[config.mk]
export PLATFORM = sky130hd
export DESIGN_NAME = spi_slave_shift_flat
export DESIGN_NICKNAME = d
export VERILOG_FILES = /design/src/rtl/spi_slave_shift_if.sv /design/src/rtl/spi_slave_shift.sv /design/src/flat_wrapper.sv
export SDC_FILE = /design/constraint.sdc
export NUM_CORES = 1
export LEC_CHECK = 0
export CAP_MARGIN = 20
export CELL_PAD_IN_SITES_DETAIL_PLACEMENT = 0
export CELL_PAD_IN_SITES_GLOBAL_PLACEMENT = 1
export CORE_MARGIN = 1.5
export CORE_UTILIZATION = 41
export DETAILED_ROUTE_END_ITERATION = 10
export PLACE_DENSITY_LB_ADDON = 0.1
export SLEW_MARGIN = 10
export SYNTH_ARGS = -nofsm -noshare
export SYNTH_HDL_FRONTEND = slang
export SYNTH_SLANG_ARGS = --single-unit
[constraint.sdc]
create_clock -name clk -period 2.6 [get_ports clk]
set_input_delay 0.52 -clock clk [delete_from_list [all_inputs] [get_ports clk]]
set_output_delay 0.52 -clock clk [all_outputs]
set_load 0.02 [all_outputs]
[src/rtl/spi_slave_shift_if.sv]
// rtl/spi_slave_shift_if.sv - parallel word handshake between SPI slave shifter and its host
//
// Purpose: carries the transmit holding-register load path and the
// received-character strobe path of spi_slave_shift.
// Signals:
//   tx_data  [SPI_MAX_CHAR]  host -> slave  parallel transmit word
//   tx_valid                 host -> slave  tx_data is valid
//   tx_ready                 slave -> host  holding register empty
//   rx_data  [SPI_MAX_CHAR]  slave -> host  last received character
//   rx_valid                 slave -> host  one-cycle strobe, rx_data updated
// Modports: slave (the shifter), master (the host side).

interface spi_slave_shift_if #(
  parameter int SPI_MAX_CHAR = 32
);
  logic [SPI_MAX_CHAR-1:0] tx_data;
  logic                    tx_valid;
  logic                    tx_ready;
  logic [SPI_MAX_CHAR-1:0] rx_data;
  logic                    rx_valid;

  modport slave (
    input  tx_data,
    input  tx_valid,
    output tx_ready,
    output rx_data,
    output rx_valid
  );

  modport master (
    output tx_data,
    output tx_valid,
    input  tx_ready,
    input  rx_data,
    input  rx_valid
  );
endinterface

[src/rtl/spi_slave_shift.sv]
// rtl/spi_slave_shift.sv - SPI slave character shifter with transmit holding register
//
// Purpose: oversampled SPI slave. s_clk, ss_n and s_in are synchronized into
// clk (clk >= 4x s_clk); characters of 2..SPI_MAX_CHAR bits are shifted in on
// the sample edge and out on the drive edge, MSB or LSB first.
// Ports:
//   clk, rst_n            system clock, asynchronous active-low reset
//   len                   character length minus one (0 = SPI_MAX_CHAR bits)
//   lsb                   LSB first on the line
//   rx_negedge            sample MOSI on falling s_clk
//   tx_negedge            drive MISO on falling s_clk
//   s_clk, ss_n, s_in     serial clock, select (active-low), MOSI; all async
//   s_out, s_oe           MISO and its output enable
//   tip                   frame active
//   underrun              one-cycle strobe: character started with empty holding register
//   frame_err             one-cycle strobe: select released mid-character
//   bus                   tx holding-register load and rx character strobe

module spi_slave_shift #(
  parameter int SPI_MAX_CHAR      = 32,
  parameter int SPI_CHAR_LEN_BITS = 5
) (
  input  logic                         clk,
  input  logic                         rst_n,
  input  logic [SPI_CHAR_LEN_BITS-1:0] len,
  input  logic                         lsb,
  input  logic                         rx_negedge,
  input  logic                         tx_negedge,
  input  logic                         s_clk,
  input  logic                         ss_n,
  input  logic                         s_in,
  output logic                         s_out,
  output logic                         s_oe,
  output logic                         tip,
  output logic                         underrun,
  output logic                         frame_err,
  spi_slave_shift_if.slave             bus
);

  localparam int LB = SPI_CHAR_LEN_BITS;
  localparam logic [LB-1:0] MAX_LAST = LB'(SPI_MAX_CHAR - 1);

  typedef enum logic {IDLE, SHIFT} state_t;
  state_t state, state_nxt;

  logic [1:0] s_clk_sync, ss_n_sync, s_in_sync;
  logic       s_clk_d, ss_n_d;
  logic       s_clk_s, ss_n_s, s_in_s;
  logic       pos_edge, neg_edge, ss_fall;

  logic [SPI_MAX_CHAR-1:0] hold_data, tx_shift, rx_shift, rx_word, load_word;
  logic                    hold_full;
  logic [LB-1:0]           cur_last, new_last, rx_cnt, tx_idx;
  logic [LB-1:0]           rx_pos, tx_pos, first_pos;
  logic                    cur_lsb, adv_pending;
  logic                    sample, drive, rx_done, char_start, frame_abort;

  // Synchronizers reset to the idle bus state (deselected, s_clk low).
  always_ff @(posedge clk or negedge rst_n) begin
    if (!rst_n) begin
      s_clk_sync <= 2'b00;
      ss_n_sync  <= 2'b11;
      s_in_sync  <= 2'b00;
      s_clk_d    <= 1'b0;
      ss_n_d     <= 1'b1;
    end else begin
      s_clk_sync <= {s_clk_sync[0], s_clk};
      ss_n_sync  <= {ss_n_sync[0], ss_n};
      s_in_sync  <= {s_in_sync[0], s_in};
      s_clk_d    <= s_clk_sync[1];
      ss_n_d     <= ss_n_sync[1];
    end
  end

  assign s_clk_s  = s_clk_sync[1];
  assign ss_n_s   = ss_n_sync[1];
  assign s_in_s   = s_in_sync[1];
  assign pos_edge = s_clk_s & ~s_clk_d;
  assign neg_edge = ~s_clk_s & s_clk_d;
  assign ss_fall  = ss_n_d & ~ss_n_s;

  assign sample  = (state == SHIFT) && (rx_negedge ? neg_edge : pos_edge);
  assign drive   = (state == SHIFT) && (tx_negedge ? neg_edge : pos_edge);
  assign rx_done = sample && (rx_cnt == cur_last);

  // Highest bit index of a character: len itself, or the full width when len==0.
  assign new_last  = (len == '0) ? MAX_LAST : len;
  assign first_pos = lsb ? '0 : new_last;
  assign rx_pos    = cur_lsb ? rx_cnt : cur_last - rx_cnt;
  assign tx_pos    = cur_lsb ? tx_idx : cur_last - tx_idx;
  assign load_word = hold_full ? hold_data : '0;

  always_comb begin
    rx_word         = rx_shift;
    rx_word[rx_pos] = s_in_s;
  end

  always_ff @(posedge clk or negedge rst_n) begin
    if (!rst_n) state <= IDLE;
    else        state <= state_nxt;
  end

  // A completing character outranks a simultaneous select release: the word
  // is delivered, no error is flagged, and no new character is started.
  always_comb begin
    state_nxt   = state;
    char_start  = 1'b0;
    frame_abort = 1'b0;
    case (state)
      IDLE: begin
        if (ss_fall) begin
          state_nxt  = SHIFT;
          char_start = 1'b1;
        end
      end
      SHIFT: begin
        if (ss_n_s) begin
          state_nxt   = IDLE;
          frame_abort = !rx_done && (rx_cnt != '0);
        end else if (rx_done) begin
          char_start = 1'b1;
        end
      end
      default: state_nxt = IDLE;
    endcase
  end

  always_ff @(posedge clk or negedge rst_n) begin
    if (!rst_n) begin
      hold_data    <= '0;
      hold_full    <= 1'b0;
      tx_shift     <= '0;
      rx_shift     <= '0;
      bus.rx_data  <= '0;
      bus.rx_valid <= 1'b0;
      cur_last     <= MAX_LAST;
      cur_lsb      <= 1'b0;
      rx_cnt       <= '0;
      tx_idx       <= '0;
      adv_pending  <= 1'b0;
      s_out        <= 1'b0;
      underrun     <= 1'b0;
      frame_err    <= 1'b0;
    end else begin
      bus.rx_valid <= 1'b0;
      underrun     <= 1'b0;
      frame_err    <= frame_abort;

      // Load requires empty, consume requires full: never both in one cycle.
      if (bus.tx_valid && !hold_full) begin
        hold_data <= bus.tx_data;
        hold_full <= 1'b1;
      end

      if (rx_done) begin
        bus.rx_data  <= rx_word;
        bus.rx_valid <= 1'b1;
      end

      if (char_start) begin
        cur_last    <= new_last;
        cur_lsb     <= lsb;
        rx_cnt      <= '0;
        rx_shift    <= '0;
        adv_pending <= 1'b0;
        tx_idx      <= LB'(1);
        tx_shift    <= load_word;
        s_out       <= load_word[first_pos];
        if (hold_full) hold_full <= 1'b0;
        else           underrun  <= 1'b1;
      end else if (state_nxt == IDLE) begin
        rx_cnt      <= '0;
        rx_shift    <= '0;
        tx_shift    <= '0;
        adv_pending <= 1'b0;
        s_out       <= 1'b0;
      end else if (sample) begin
        rx_shift    <= rx_word;
        rx_cnt      <= rx_cnt + LB'(1);
        adv_pending <= 1'b1;
      end else if (drive && adv_pending) begin
        // Drive edges before the first sample leave the first bit in place,
        // which is what lets both clock phases share one datapath.
        s_out       <= tx_shift[tx_pos];
        tx_idx      <= tx_idx + LB'(1);
        adv_pending <= 1'b0;
      end
    end
  end

  assign bus.tx_ready = ~hold_full;
  assign tip          = (state == SHIFT);
  assign s_oe         = tip;

endmodule
[src/flat_wrapper.sv]
// flat-port wrapper written by rule: the top's interface ports become plain ports
module spi_slave_shift_flat 
#(
  parameter int SPI_MAX_CHAR      = 32,
  parameter int SPI_CHAR_LEN_BITS = 5
)
  (clk, rst_n, len, lsb, rx_negedge, tx_negedge, s_clk, ss_n, s_in, s_out, s_oe, tip, underrun, frame_err, bus_tx_data, bus_tx_valid, bus_tx_ready, bus_rx_data, bus_rx_valid);
  spi_slave_shift_if #(.SPI_MAX_CHAR(SPI_MAX_CHAR)) bus_i ();
  input  logic clk;
  input  logic rst_n;
  input  logic [SPI_CHAR_LEN_BITS-1:0] len;
  input  logic lsb;
  input  logic rx_negedge;
  input  logic tx_negedge;
  input  logic s_clk;
  input  logic ss_n;
  input  logic s_in;
  output logic s_out;
  output logic s_oe;
  output logic tip;
  output logic underrun;
  output logic frame_err;
  input wire logic [$bits(bus_i.tx_data)-1:0] bus_tx_data;
  input wire logic [$bits(bus_i.tx_valid)-1:0] bus_tx_valid;
  output wire logic [$bits(bus_i.tx_ready)-1:0] bus_tx_ready;
  output wire logic [$bits(bus_i.rx_data)-1:0] bus_rx_data;
  output wire logic [$bits(bus_i.rx_valid)-1:0] bus_rx_valid;
  assign bus_i.tx_data = bus_tx_data;
  assign bus_i.tx_valid = bus_tx_valid;
  assign bus_tx_ready = bus_i.tx_ready;
  assign bus_rx_data = bus_i.rx_data;
  assign bus_rx_valid = bus_i.rx_valid;
  spi_slave_shift #(.SPI_MAX_CHAR(SPI_MAX_CHAR), .SPI_CHAR_LEN_BITS(SPI_CHAR_LEN_BITS)) u_core (.clk(clk), .rst_n(rst_n), .len(len), .lsb(lsb), .rx_negedge(rx_negedge), .tx_negedge(tx_negedge), .s_clk(s_clk), .ss_n(ss_n), .s_in(s_in), .s_out(s_out), .s_oe(s_oe), .tip(tip), .underrun(underrun), .frame_err(frame_err), .bus(bus_i));
endmodule
==> results of run 1 <==
-- where the power goes --
| part | internal, W | leakage (nW) | switching, W |
|---|---|---|---|
| combinational | 0.00104 | 2.34 | 0.00100 |
| sequential | 0.00283 | 2.08 | 0.000320 |
| clock | 0.00129 | 0.285 | 0.00118 |
| total | 0.00517 | 4.70 | 0.00250 |
-- cell families after synthesis --
group | synth area share
muxes | 0.128
and+or+nand+nor | 0.113
adders and majority gates | 0.0226
DFF | 0.507
xor gates and xnor gates | 0.0123
buffers and inverters | 0.0411
AOI/OAI and AO/OA | 0.176
-- worst max path at each step --
stage,end,slack (ns),start
2_1_floorplan,u_core.rx_shift[27]$_DFFE_PN0P_,-0.01,u_core.rx_cnt[0]$_DFFE_PN0P_
3_3_place_gp,u_core.s_out$_DFFE_PN0P_,-0.38,len[4]
3_5_place_dp,u_core.s_out$_DFFE_PN0P_,-0.41,len[4]
4_1_cts,u_core.bus.rx_data[26]$_DFFE_PN0P_,-0.09,u_core.cur_last[0]$_DFFE_PN1N_
5_1_grt,u_core.bus.rx_data[30]$_DFFE_PN0P_,-0.23,u_core.cur_last[0]$_DFFE_PN1N_
6_report,u_core.bus.rx_data[16]$_DFFE_PN0P_,-0.05,u_core.cur_last[0]$_DFFE_PN1N_
-- critical path, cell delays in order (launching register included) --
cell     delay, ns
dfstp_2       0.38
inv_4         0.07
ha_4          0.14
inv_2         0.03
fa_2          0.34
a21o_1        0.17
a21oi_2       0.14
xnor2_1       0.08
or3_1         0.32
and2_4        0.20
or3_4         0.40
mux2i_1       0.16
o21ai_1       0.08
-- cell type report --
| cell class | count | share of cell area |
|---|---|---|
| clock buffer | 17 | 0.0398 |
| clock inverter | 15 | 0.0160 |
| inverter | 28 | 0.0101 |
| multi-input combinational | 494 | 0.367 |
| sequential | 159 | 0.373 |
| tap | 234 | 0.0274 |
| timing repair buffer | 186 | 0.166 |
-- routing by layer --
layer,routed length (microns),up-vias,part of all wire
li1,-,2969,-
met1,8890,3055,0.44
met2,10400,123,0.51
met3,624,31,0.031
met4,371,0,0.018
met5,0,-,0
-- placed cells by master, fill, tap and decap left out, types with 9 or more instances in the layout --
master           synthesis  routed
a21oi_1                 16      12
a22o_1                  53      53
buf_12                   1      11
buf_4                    2      83
buf_6                    1       9
clkbuf_16                0      17
clkdlybuf4s50_1          0      83
dfrtp_1                151     149
inv_1                   28      24
mux2_2                  33      33
mux2i_1                 62      61
nand2_1                 60      58
nor2_1                  30      29
nor3_1                  26       9
nor3_2                   0       9
nor3_4                   6      14
o21ai_0                 66      47
o21ai_1                 10      25
o22ai_1                 10      10
-- what timing repair did --
item / in CTS / in global routing
pin swaps: 10 / 22
gates resized for setup: 41 / 59
endpoints found under the setup margin: 56 / 65
buffers inserted: 9 / 7
-- sequential cells by signal, indices dropped and copies added (netlist names), 2 cells and up --
signal and cells:
u_core.bus.rx_data 32, u_core.hold_data 32, u_core.rx_shift 32, u_core.tx_shift 32, u_core.cur_last 5, u_core.rx_cnt 5, u_core.tx_idx 5, u_core.s_clk_sync 2
u_core.s_in_sync 2, u_core.ss_n_sync 2
-- per-stage QoR --
stage	TNS (ns)	hold slack, ns
floorplan	-0.0569	0.224
global placement	-4.02	0.334
detailed placement	-6.59	0.340
CTS	-0.951	0.0959
global route	-9.42	0.117
finish	-0.418	0.0788
==> key figures, run 1 <==
Run status
  – Outcome: finished, violations left
  – Failing checks: negative setup slack

Timing
  – Min Tclk post-route: 2.65 ns
  – Highest Clock Rate: 377 MHz
  – Final Hold Fails: 0
  – Setup violators final: 15
  – Clk_skew: 0.0130 ns
  – RSZ-0062 raised after global routing: true
  – Final period utilization: 1.02
  – Least-Margin Pin Slew: 0.748 ns
  – Post-route setup slack: -0.0546 ns
  – Max Slew Vio Count: 0
  – Slew margin rel.: 0.500

Worst setup path
  – Flop2flop setup slack: -0.05 ns
  – CP max FO: 8
  – R2R cell count: 12
  – WS Path Type: register to register
  – Crit start category: register
  – Critical R2R Launch: u_core.cur_last[0]$_DFFE_PN1N_
  – Worst R2R End: u_core.bus.rx_data[16]$_DFFE_PN0P_
  – Crit path required time: 2.90 ns
  – Critical Path Sink Type: register
  – Crit path DAT: 2.95 ns

Finish
  – P&R area growth vs syn: 35.9%
  – ANT cells: 0
  – Fin util: 0.570
  – Final instance area: 0.0107 sq mm
  – Nets: 945
  – Share of post-route cells with drive strength above 1: 0.298
  – Layout Cells excl Fill: 1133
  – Multi-input gate area: 0.00393 sq mm
  – Fillers: 1612
  – FF+latch area: 0.00399 sq mm

Floorplanning
  – Die width: 141 microns
  – Starting density of the core: 0.419
  – Ports: 85
  – Die Ht: 141 microns
  – Die ar.: 0.0200 sq mm
  – CORE AREA: 0.0188 sq mm
  – Row count: 50

Logic synthesis
  – Syn Nets: 786
  – Number of synthesized flops with an enable pin: 0
  – Post-Synthesis Cells: 727
  – Mean Syn Cell Area: 10.8 sq um
  – #FFs+latches synth: 159
  – Most instantiated cells after synthesis: dfrtp_1, o21ai_0, mux2i_1
  – Mapped cell area: 0.00786 sq mm
  – Cell taking the most area after synthesis: dfrtp_1
  – Distinct cells, synth: 59
  – Post-synth top area share: 0.481
  – Async S/R FF share, synth: 1.00
  – Primary FF master, synth: dfrtp_1
  – Most frequent cell after synthesis: dfrtp_1
  – Leading post-synthesis cells by cell area: dfrtp_1, mux2i_1, a22o_1
  – Ys Warns: 0
  – Sequential fraction of the synthesis area: 0.507

Drt
  – Vias: 6178
  – DR pass1 iterations: 4
  – Post-DR vias/cell: 5.45
  – Drt total wl: 20.2 mm
  – Routed length per placed instance: 17.9 microns
  – Initial drt markers: 252
  – DRT antenna net count: 0
  – Detailed-route DRC error count: 0

Global routing
  – Met3 GRT Util: 0.0361
  – Vias in the first global route: 6432
  – Met1 Track Usage GR: 0.271
  – All-layer global routing usage: 0.214
  – Met2 usage: 0.376
  – Layer with the highest usage: met2
  – Largest net degree at the start of global routing: 65
  – Initial antenna violation count: 0
  – Total global routing overflow: 0
  – First-pass GRT wire length: 33.6 mm

Place
  – Worst slack, placed: -0.406 ns
  – Placed instance area: 0.00959 sq mm
  – Placed Cells: 1086
  – RePlAce Congestion: 0.874
  – Port Buffer Count: 84
  – Post-DP HPWL: 14.1 mm

Power
  – Final Power: 0.00767 W
  – Maximum VDD drop: 0.491 mV
  – Pwr dens: 718 mW/mm^2
  – Leakage Power: 4.70 nW

Clocking
  – CTS sink count: 159
  – CTS buffer count: 17
  – TritonCTS clock tree: done
  – Max Root-Sink Buffers: 2
  – Clock Latency Late Sink: 0.44 ns
  – Post-CTS Hold Buffers: 0
  – H-tree depth: 4
  – CTS clk-pin slew, worst paths: 0.07 ns
  – Clock root buffer: clkbuf_16

Hold path
  – HP Class: primary input to asynchronous set/reset pin

Job
  – MaxCap Viol Count: 0
Note: power is estimated with default switching activity, not from simulation.
==> run 2: changes to the inputs <==
CORE_UTILIZATION = 38   (was 41)
SLEW_MARGIN = 20   (was 10)
==> key figures, run 2 (synthesis results as in run 1) <==
Run status
  – Outcome: finished, violations left
  – Failing checks: negative setup slack

Clocking
  – H-tree depth: 4
  – Max Root-Sink Buffers: 2
  – CTS buffer count: 17
  – Post-CTS Hold Buffers: 0
  – Clock Latency Late Sink: 0.44 ns
  – CTS clk-pin slew, worst paths: 0.07 ns
  – Clock root buffer: clkbuf_16
  – TritonCTS clock tree: done
  – CTS sink count: 159

Timing
  – Clk_skew: 0.00952 ns
  – Post-route setup slack: -0.109 ns
  – Least-Margin Pin Slew: 0.836 ns
  – Setup violators final: 41
  – RSZ-0062 raised after global routing: true
  – Min Tclk post-route: 2.71 ns
  – Slew margin rel.: 0.440
  – Max Slew Vio Count: 0
  – Highest Clock Rate: 369 MHz
  – Final Hold Fails: 0
  – Final period utilization: 1.04

Place
  – Port Buffer Count: 84
  – Post-DP HPWL: 14.4 mm
  – Placed Cells: 1123
  – Placed instance area: 0.00966 sq mm
  – Worst slack, placed: -0.262 ns
  – RePlAce Congestion: 0.881

Finish
  – ANT cells: 0
  – Multi-input gate area: 0.00392 sq mm
  – Fillers: 1787
  – Share of post-route cells with drive strength above 1: 0.294
  – P&R area growth vs syn: 36.9%
  – FF+latch area: 0.00399 sq mm
  – Final instance area: 0.0108 sq mm
  – Layout Cells excl Fill: 1168
  – Most frequent cells in the layout: dfrtp_1, clkdlybuf4s50_1, buf_4
  – Most common cell after layout, fill and taps aside: dfrtp_1
  – Nets: 944

Worst setup path
  – Crit start category: register
  – CP max stage delay: 0.56 ns
  – Crit path required time: 2.92 ns
  – R2R cell count: 12
  – CP most frequent cell: xor2_1
  – Worst path slowest cell: dfstp_2
  – Delay-heaviest family, CP: compound AO/OA/AOI/OAI gates
  – Flop2flop setup slack: -0.11 ns
  – WS Path Type: register to register
  – Critical path startpoint: u_core.cur_last[0]$_DFFE_PN1N_
  – Critical Path Sink Type: register
  – WP buf/inv: 2
  – Worst R2R End: u_core.s_out$_DFFE_PN0P_
  – Worst-path cell chain: inv_4 -> buf_4 -> ha_4 -> fa_2 -> nand2b_4 -> a21oi_2 -> xor2_1 -> nor2_1 -> xor2_1 -> a311o_1 -> nand3_1 -> a31oi_1
  – Critical R2R Launch: u_core.cur_last[0]$_DFFE_PN1N_
  – Crit path DAT: 3.02 ns
  – CP max FO: 3

Global routing
  – All-layer global routing usage: 0.199
  – Total global routing overflow: 0
  – Vias in the first global route: 6375
  – First-pass GRT wire length: 33.6 mm
  – Initial antenna violation count: 0
  – Largest net degree at the start of global routing: 63

Drt
  – Initial drt markers: 306
  – DR pass1 iterations: 4
  – Routed length per placed instance: 17.4 microns
  – Post-DR vias/cell: 5.27
  – Detailed-route DRC error count: 0
  – Vias: 6158
  – DRT antenna net count: 0
  – Drt total wl: 20.3 mm

Power
  – Maximum VDD drop: 0.497 mV
  – Leakage Power: 4.71 nW
  – Pwr dens: 729 mW/mm^2

Hold path
  – HP Class: primary input to asynchronous set/reset pin

Floorplanning
  – Starting density of the core: 0.389
  – Die Ht: 147 microns
  – Die width: 147 microns
  – Row count: 52
  – Die ar.: 0.0216 sq mm
  – Ports: 85
  – CORE AREA: 0.0202 sq mm

Job
  – MaxCap Viol Count: 0
-- run 2: power by group --
group / switching [W] / internal, W
sequential: 0.000355 / 0.00283
clock: 0.00118 / 0.00147
combinational: 0.000981 / 0.00103
-- run 2: layer usage --
metal  up-vias  GRT usage  routed length, microns
met1      3051      0.242                    8750
met3        30     0.0320                     534
met4         0     0.0763                     431
li1       2965          -                       -
met2       112      0.351                   10600
met5         -          0                       0
-- run 2: through the flow --
| step | hold slack [ns] | total power (W) | TNS, ns | util |
|---|---|---|---|---|
| finish | 0.0186 | 0.00785 | -1.61 | 0.532 |
| floorplan | 0.224 | 0.00419 | -0.0569 | - |
| global route | 0.0423 | 0.00824 | -8.11 | 0.532 |
| CTS | 0.0320 | 0.00775 | -1.21 | 0.517 |
| detailed placement | 0.337 | 0.00498 | -6.39 | 0.478 |
| global placement | 0.332 | 0.00494 | -3.17 | 0.478 |
-- run 2: how the worst max path moves through the flow --
stage	endpoint	slack (ns)	depth (start not counted)
5_1_grt	u_core.bus.rx_data[31]$_DFFE_PN0P_	-0.24	13
2_1_floorplan	u_core.rx_shift[27]$_DFFE_PN0P_	-0.01	13
3_5_place_dp	u_core.s_out$_DFFE_PN0P_	-0.26	9
6_report	u_core.s_out$_DFFE_PN0P_	-0.11	12
3_3_place_gp	u_core.s_out$_DFFE_PN0P_	-0.23	9
4_1_cts	u_core.bus.rx_data[18]$_DFFE_PN0P_	-0.08	13
-- run 2: worst reg2reg max path, cell delays in order, from the launching register on --
cell      delay, ns
dfstp_2        0.56
inv_4          0.04
buf_4          0.13
ha_4           0.16
fa_2           0.38
nand2b_4       0.16
a21oi_2        0.15
xor2_1         0.19
nor2_1         0.08
xor2_1         0.20
a311o_1        0.36
nand3_1        0.10
a31oi_1        0.08
-- run 2: area by class of cell --
type | count | share of cell area
Sequential cell | 159 | 0.371
Timing Repair Buffer | 185 | 0.167
Inverter | 28 | 0.0100
Multi-Input combinational cell | 494 | 0.364
Clock inverter | 15 | 0.0176
Clock buffer | 17 | 0.0395
Tap cell | 270 | 0.0314
-- run 2: timing repair --
action | CTS | global route
gates resized for setup | 47 | 57
buffers inserted | 4 | 9
endpoints found under the hold margin | 0 | 0
gates cloned | 0 | 1
setup endpoints to repair | 54 | 65
pin swaps | 7 | 26
==> run 3: changes to the inputs <==
clock period = 3.2 ns   (was 2.6 ns; I/O delays follow)
==> key figures, run 3 (synthesis results as in run 1) <==
Drt
  – Drt total wl: 19.2 mm
  – Post-DR vias/cell: 5.32
  – Initial drt markers: 294
  – DRT antenna net count: 0
  – Detailed-route DRC error count: 0
  – Routed length per placed instance: 17.4 microns
  – DR pass1 iterations: 4
  – Vias: 5875

Run status
  – Outcome: finished, final reports clean

Floorplanning
  – Row count: 52
  – Die ar.: 0.0216 sq mm
  – Ports: 85
  – CORE AREA: 0.0202 sq mm
  – Starting density of the core: 0.389
  – Die Ht: 147 microns
  – Die width: 147 microns

Global routing
  – Largest net degree at the start of global routing: 63
  – First-pass GRT wire length: 31.5 mm
  – Total global routing overflow: 0
  – Vias in the first global route: 6011
  – Initial antenna violation count: 0
  – All-layer global routing usage: 0.187

Clocking
  – TritonCTS clock tree: done
  – CTS clk-pin slew, worst paths: 0.06 ns
  – Clock root buffer: clkbuf_16
  – H-tree depth: 4
  – Max Root-Sink Buffers: 2
  – Post-CTS sizing: 0
  – CTS sink count: 159
  – CTS buffer count: 17
  – Clock Latency Late Sink: 0.43 ns
  – Total setup buffers inserted after CTS: 0
  – Post-CTS Hold Buffers: 0

Timing
  – Clk_skew: 0.0139 ns
  – Min Tclk post-route: 3.00 ns
  – Final period utilization: 0.939
  – Slew margin rel.: 0.342
  – Least-Margin Pin Slew: 0.987 ns
  – Post-route setup slack: 0.196 ns
  – Setup tns final: 0 ns
  – Setup violators final: 0
  – RSZ-0062 raised after global routing: false
  – Highest Clock Rate: 333 MHz
  – Max Slew Vio Count: 0
  – Final Hold Fails: 0

Finish
  – Fillers: 1846
  – P&R area growth vs syn: 23.8%
  – Layout Cells excl Fill: 1104
  – Share of post-route cells with drive strength above 1: 0.169
  – ANT cells: 0
  – Multi-input gate area: 0.00356 sq mm
  – Most common cell after layout, fill and taps aside: dfrtp_1
  – Nets: 880
  – Final instance area: 0.00973 sq mm
  – Fin util: 0.481
  – Most frequent cells in the layout: dfrtp_1, clkdlybuf4s50_1, o21ai_0
  – FF+latch area: 0.00399 sq mm

Worst setup path
  – Crit start category: register
  – Worst-path cell chain: inv_1 -> ha_1 -> inv_1 -> fa_1 -> a21o_1 -> a21oi_2 -> xnor2_1 -> or3_1 -> and2_1 -> buf_4 -> nor3_4 -> o21ai_0 -> a22o_2
  – CP max stage delay: 0.39 ns
  – CP max FO: 11
  – WS Path Type: register to register
  – Crit path required time: 3.52 ns
  – CP most frequent cell: inv_1
  – Critical Path Sink Type: register
  – Worst path slowest cell: fa_1
  – Crit path DAT: 3.33 ns

Power
  – Pwr dens: 604 mW/mm^2
  – Maximum VDD drop: 0.420 mV
  – Leakage Power: 4.24 nW

Place
  – Placed Cells: 1072
  – Worst slack, placed: 0.119 ns
  – RePlAce Congestion: 0.842
  – Placed instance area: 0.00914 sq mm
  – Post-DP HPWL: 13.8 mm
  – Port Buffer Count: 84

Job
  – MaxCap Viol Count: 0

Hold path
  – HP Class: primary input to asynchronous set/reset pin
[run 3: stage by stage]
stage,total power [W],hold slack [ns]
6_report,0.00588,0.218
3_5_place_dp,0.00390,0.340
4_1_cts,0.00596,0.226
3_3_place_gp,0.00386,0.334
2_1_floorplan,0.00339,0.331
5_1_grt,0.00619,0.246
[run 3: cell type report]
cell class / count / area share
Sequential cell: 159 / 0.410
Inverter: 28 / 0.0108
Clock inverter: 11 / 0.0135
Tap cell: 270 / 0.0347
Multi-Input combinational cell: 494 / 0.366
Timing Repair Buffer: 121 / 0.118
Clock buffer: 21 / 0.0473
[run 3: path summary, 6_finish.rpt]
check / start / endpoint / slack [ns] / cells after the start
setup / recovery: u_core.cur_last[0]$_DFFE_PN1N_ / u_core.rx_shift[25]$_DFFE_PN0P_ / 0.20 / 13
hold / removal: rst_n / u_core.bus.rx_valid$_DFF_PN0_ / 0.22 / 1
setup reg to reg: u_core.cur_last[0]$_DFFE_PN1N_ / u_core.rx_shift[25]$_DFFE_PN0P_ / 0.20 / 13
hold reg to reg: u_core.s_clk_sync[0]$_DFF_PN0_ / u_core.s_clk_sync[1]$_DFF_PN0_ / 0.36 / 0
max in group asynchronous: rst_n / u_core.ss_n_sync[1]$_DFF_PN1_ / 2.08 / 2
min in group clk: u_core.s_clk_sync[0]$_DFF_PN0_ / u_core.s_clk_sync[1]$_DFF_PN0_ / 0.36 / 0
[run 3: where the power goes]
group          total, W  internal, W  switching (W)  leakage [nW]
logic           0.00126     0.000606       0.000659          1.87
registers       0.00258      0.00230       0.000281          2.09
clock network   0.00203      0.00120       0.000837         0.281
total           0.00588      0.00410        0.00178          4.24
[run 3: routing by layer]
| metal | vias up | GRT usage | part of all wire |
|---|---|---|---|
| met5 | - | 0 | 0 |
| met4 | 0 | 0.0641 | 0.017 |
| met3 | 23 | 0.0422 | 0.036 |
| met2 | 143 | 0.320 | 0.50 |
| met1 | 2887 | 0.232 | 0.45 |
| li1 | 2822 | - | - |
[run 3: worst max-delay path: cells and delay by family, from the launching register on]
family                   cells  cell delay [ns]
adder cells (fa/ha/maj)      2             0.56
XOR/XNOR                     1             0.08
AND/OR/NAND/NOR              3             0.87
buffers and inverters        3             0.37
flip-flops                   1             0.37
AO/OA/AOI/OAI                4             0.66
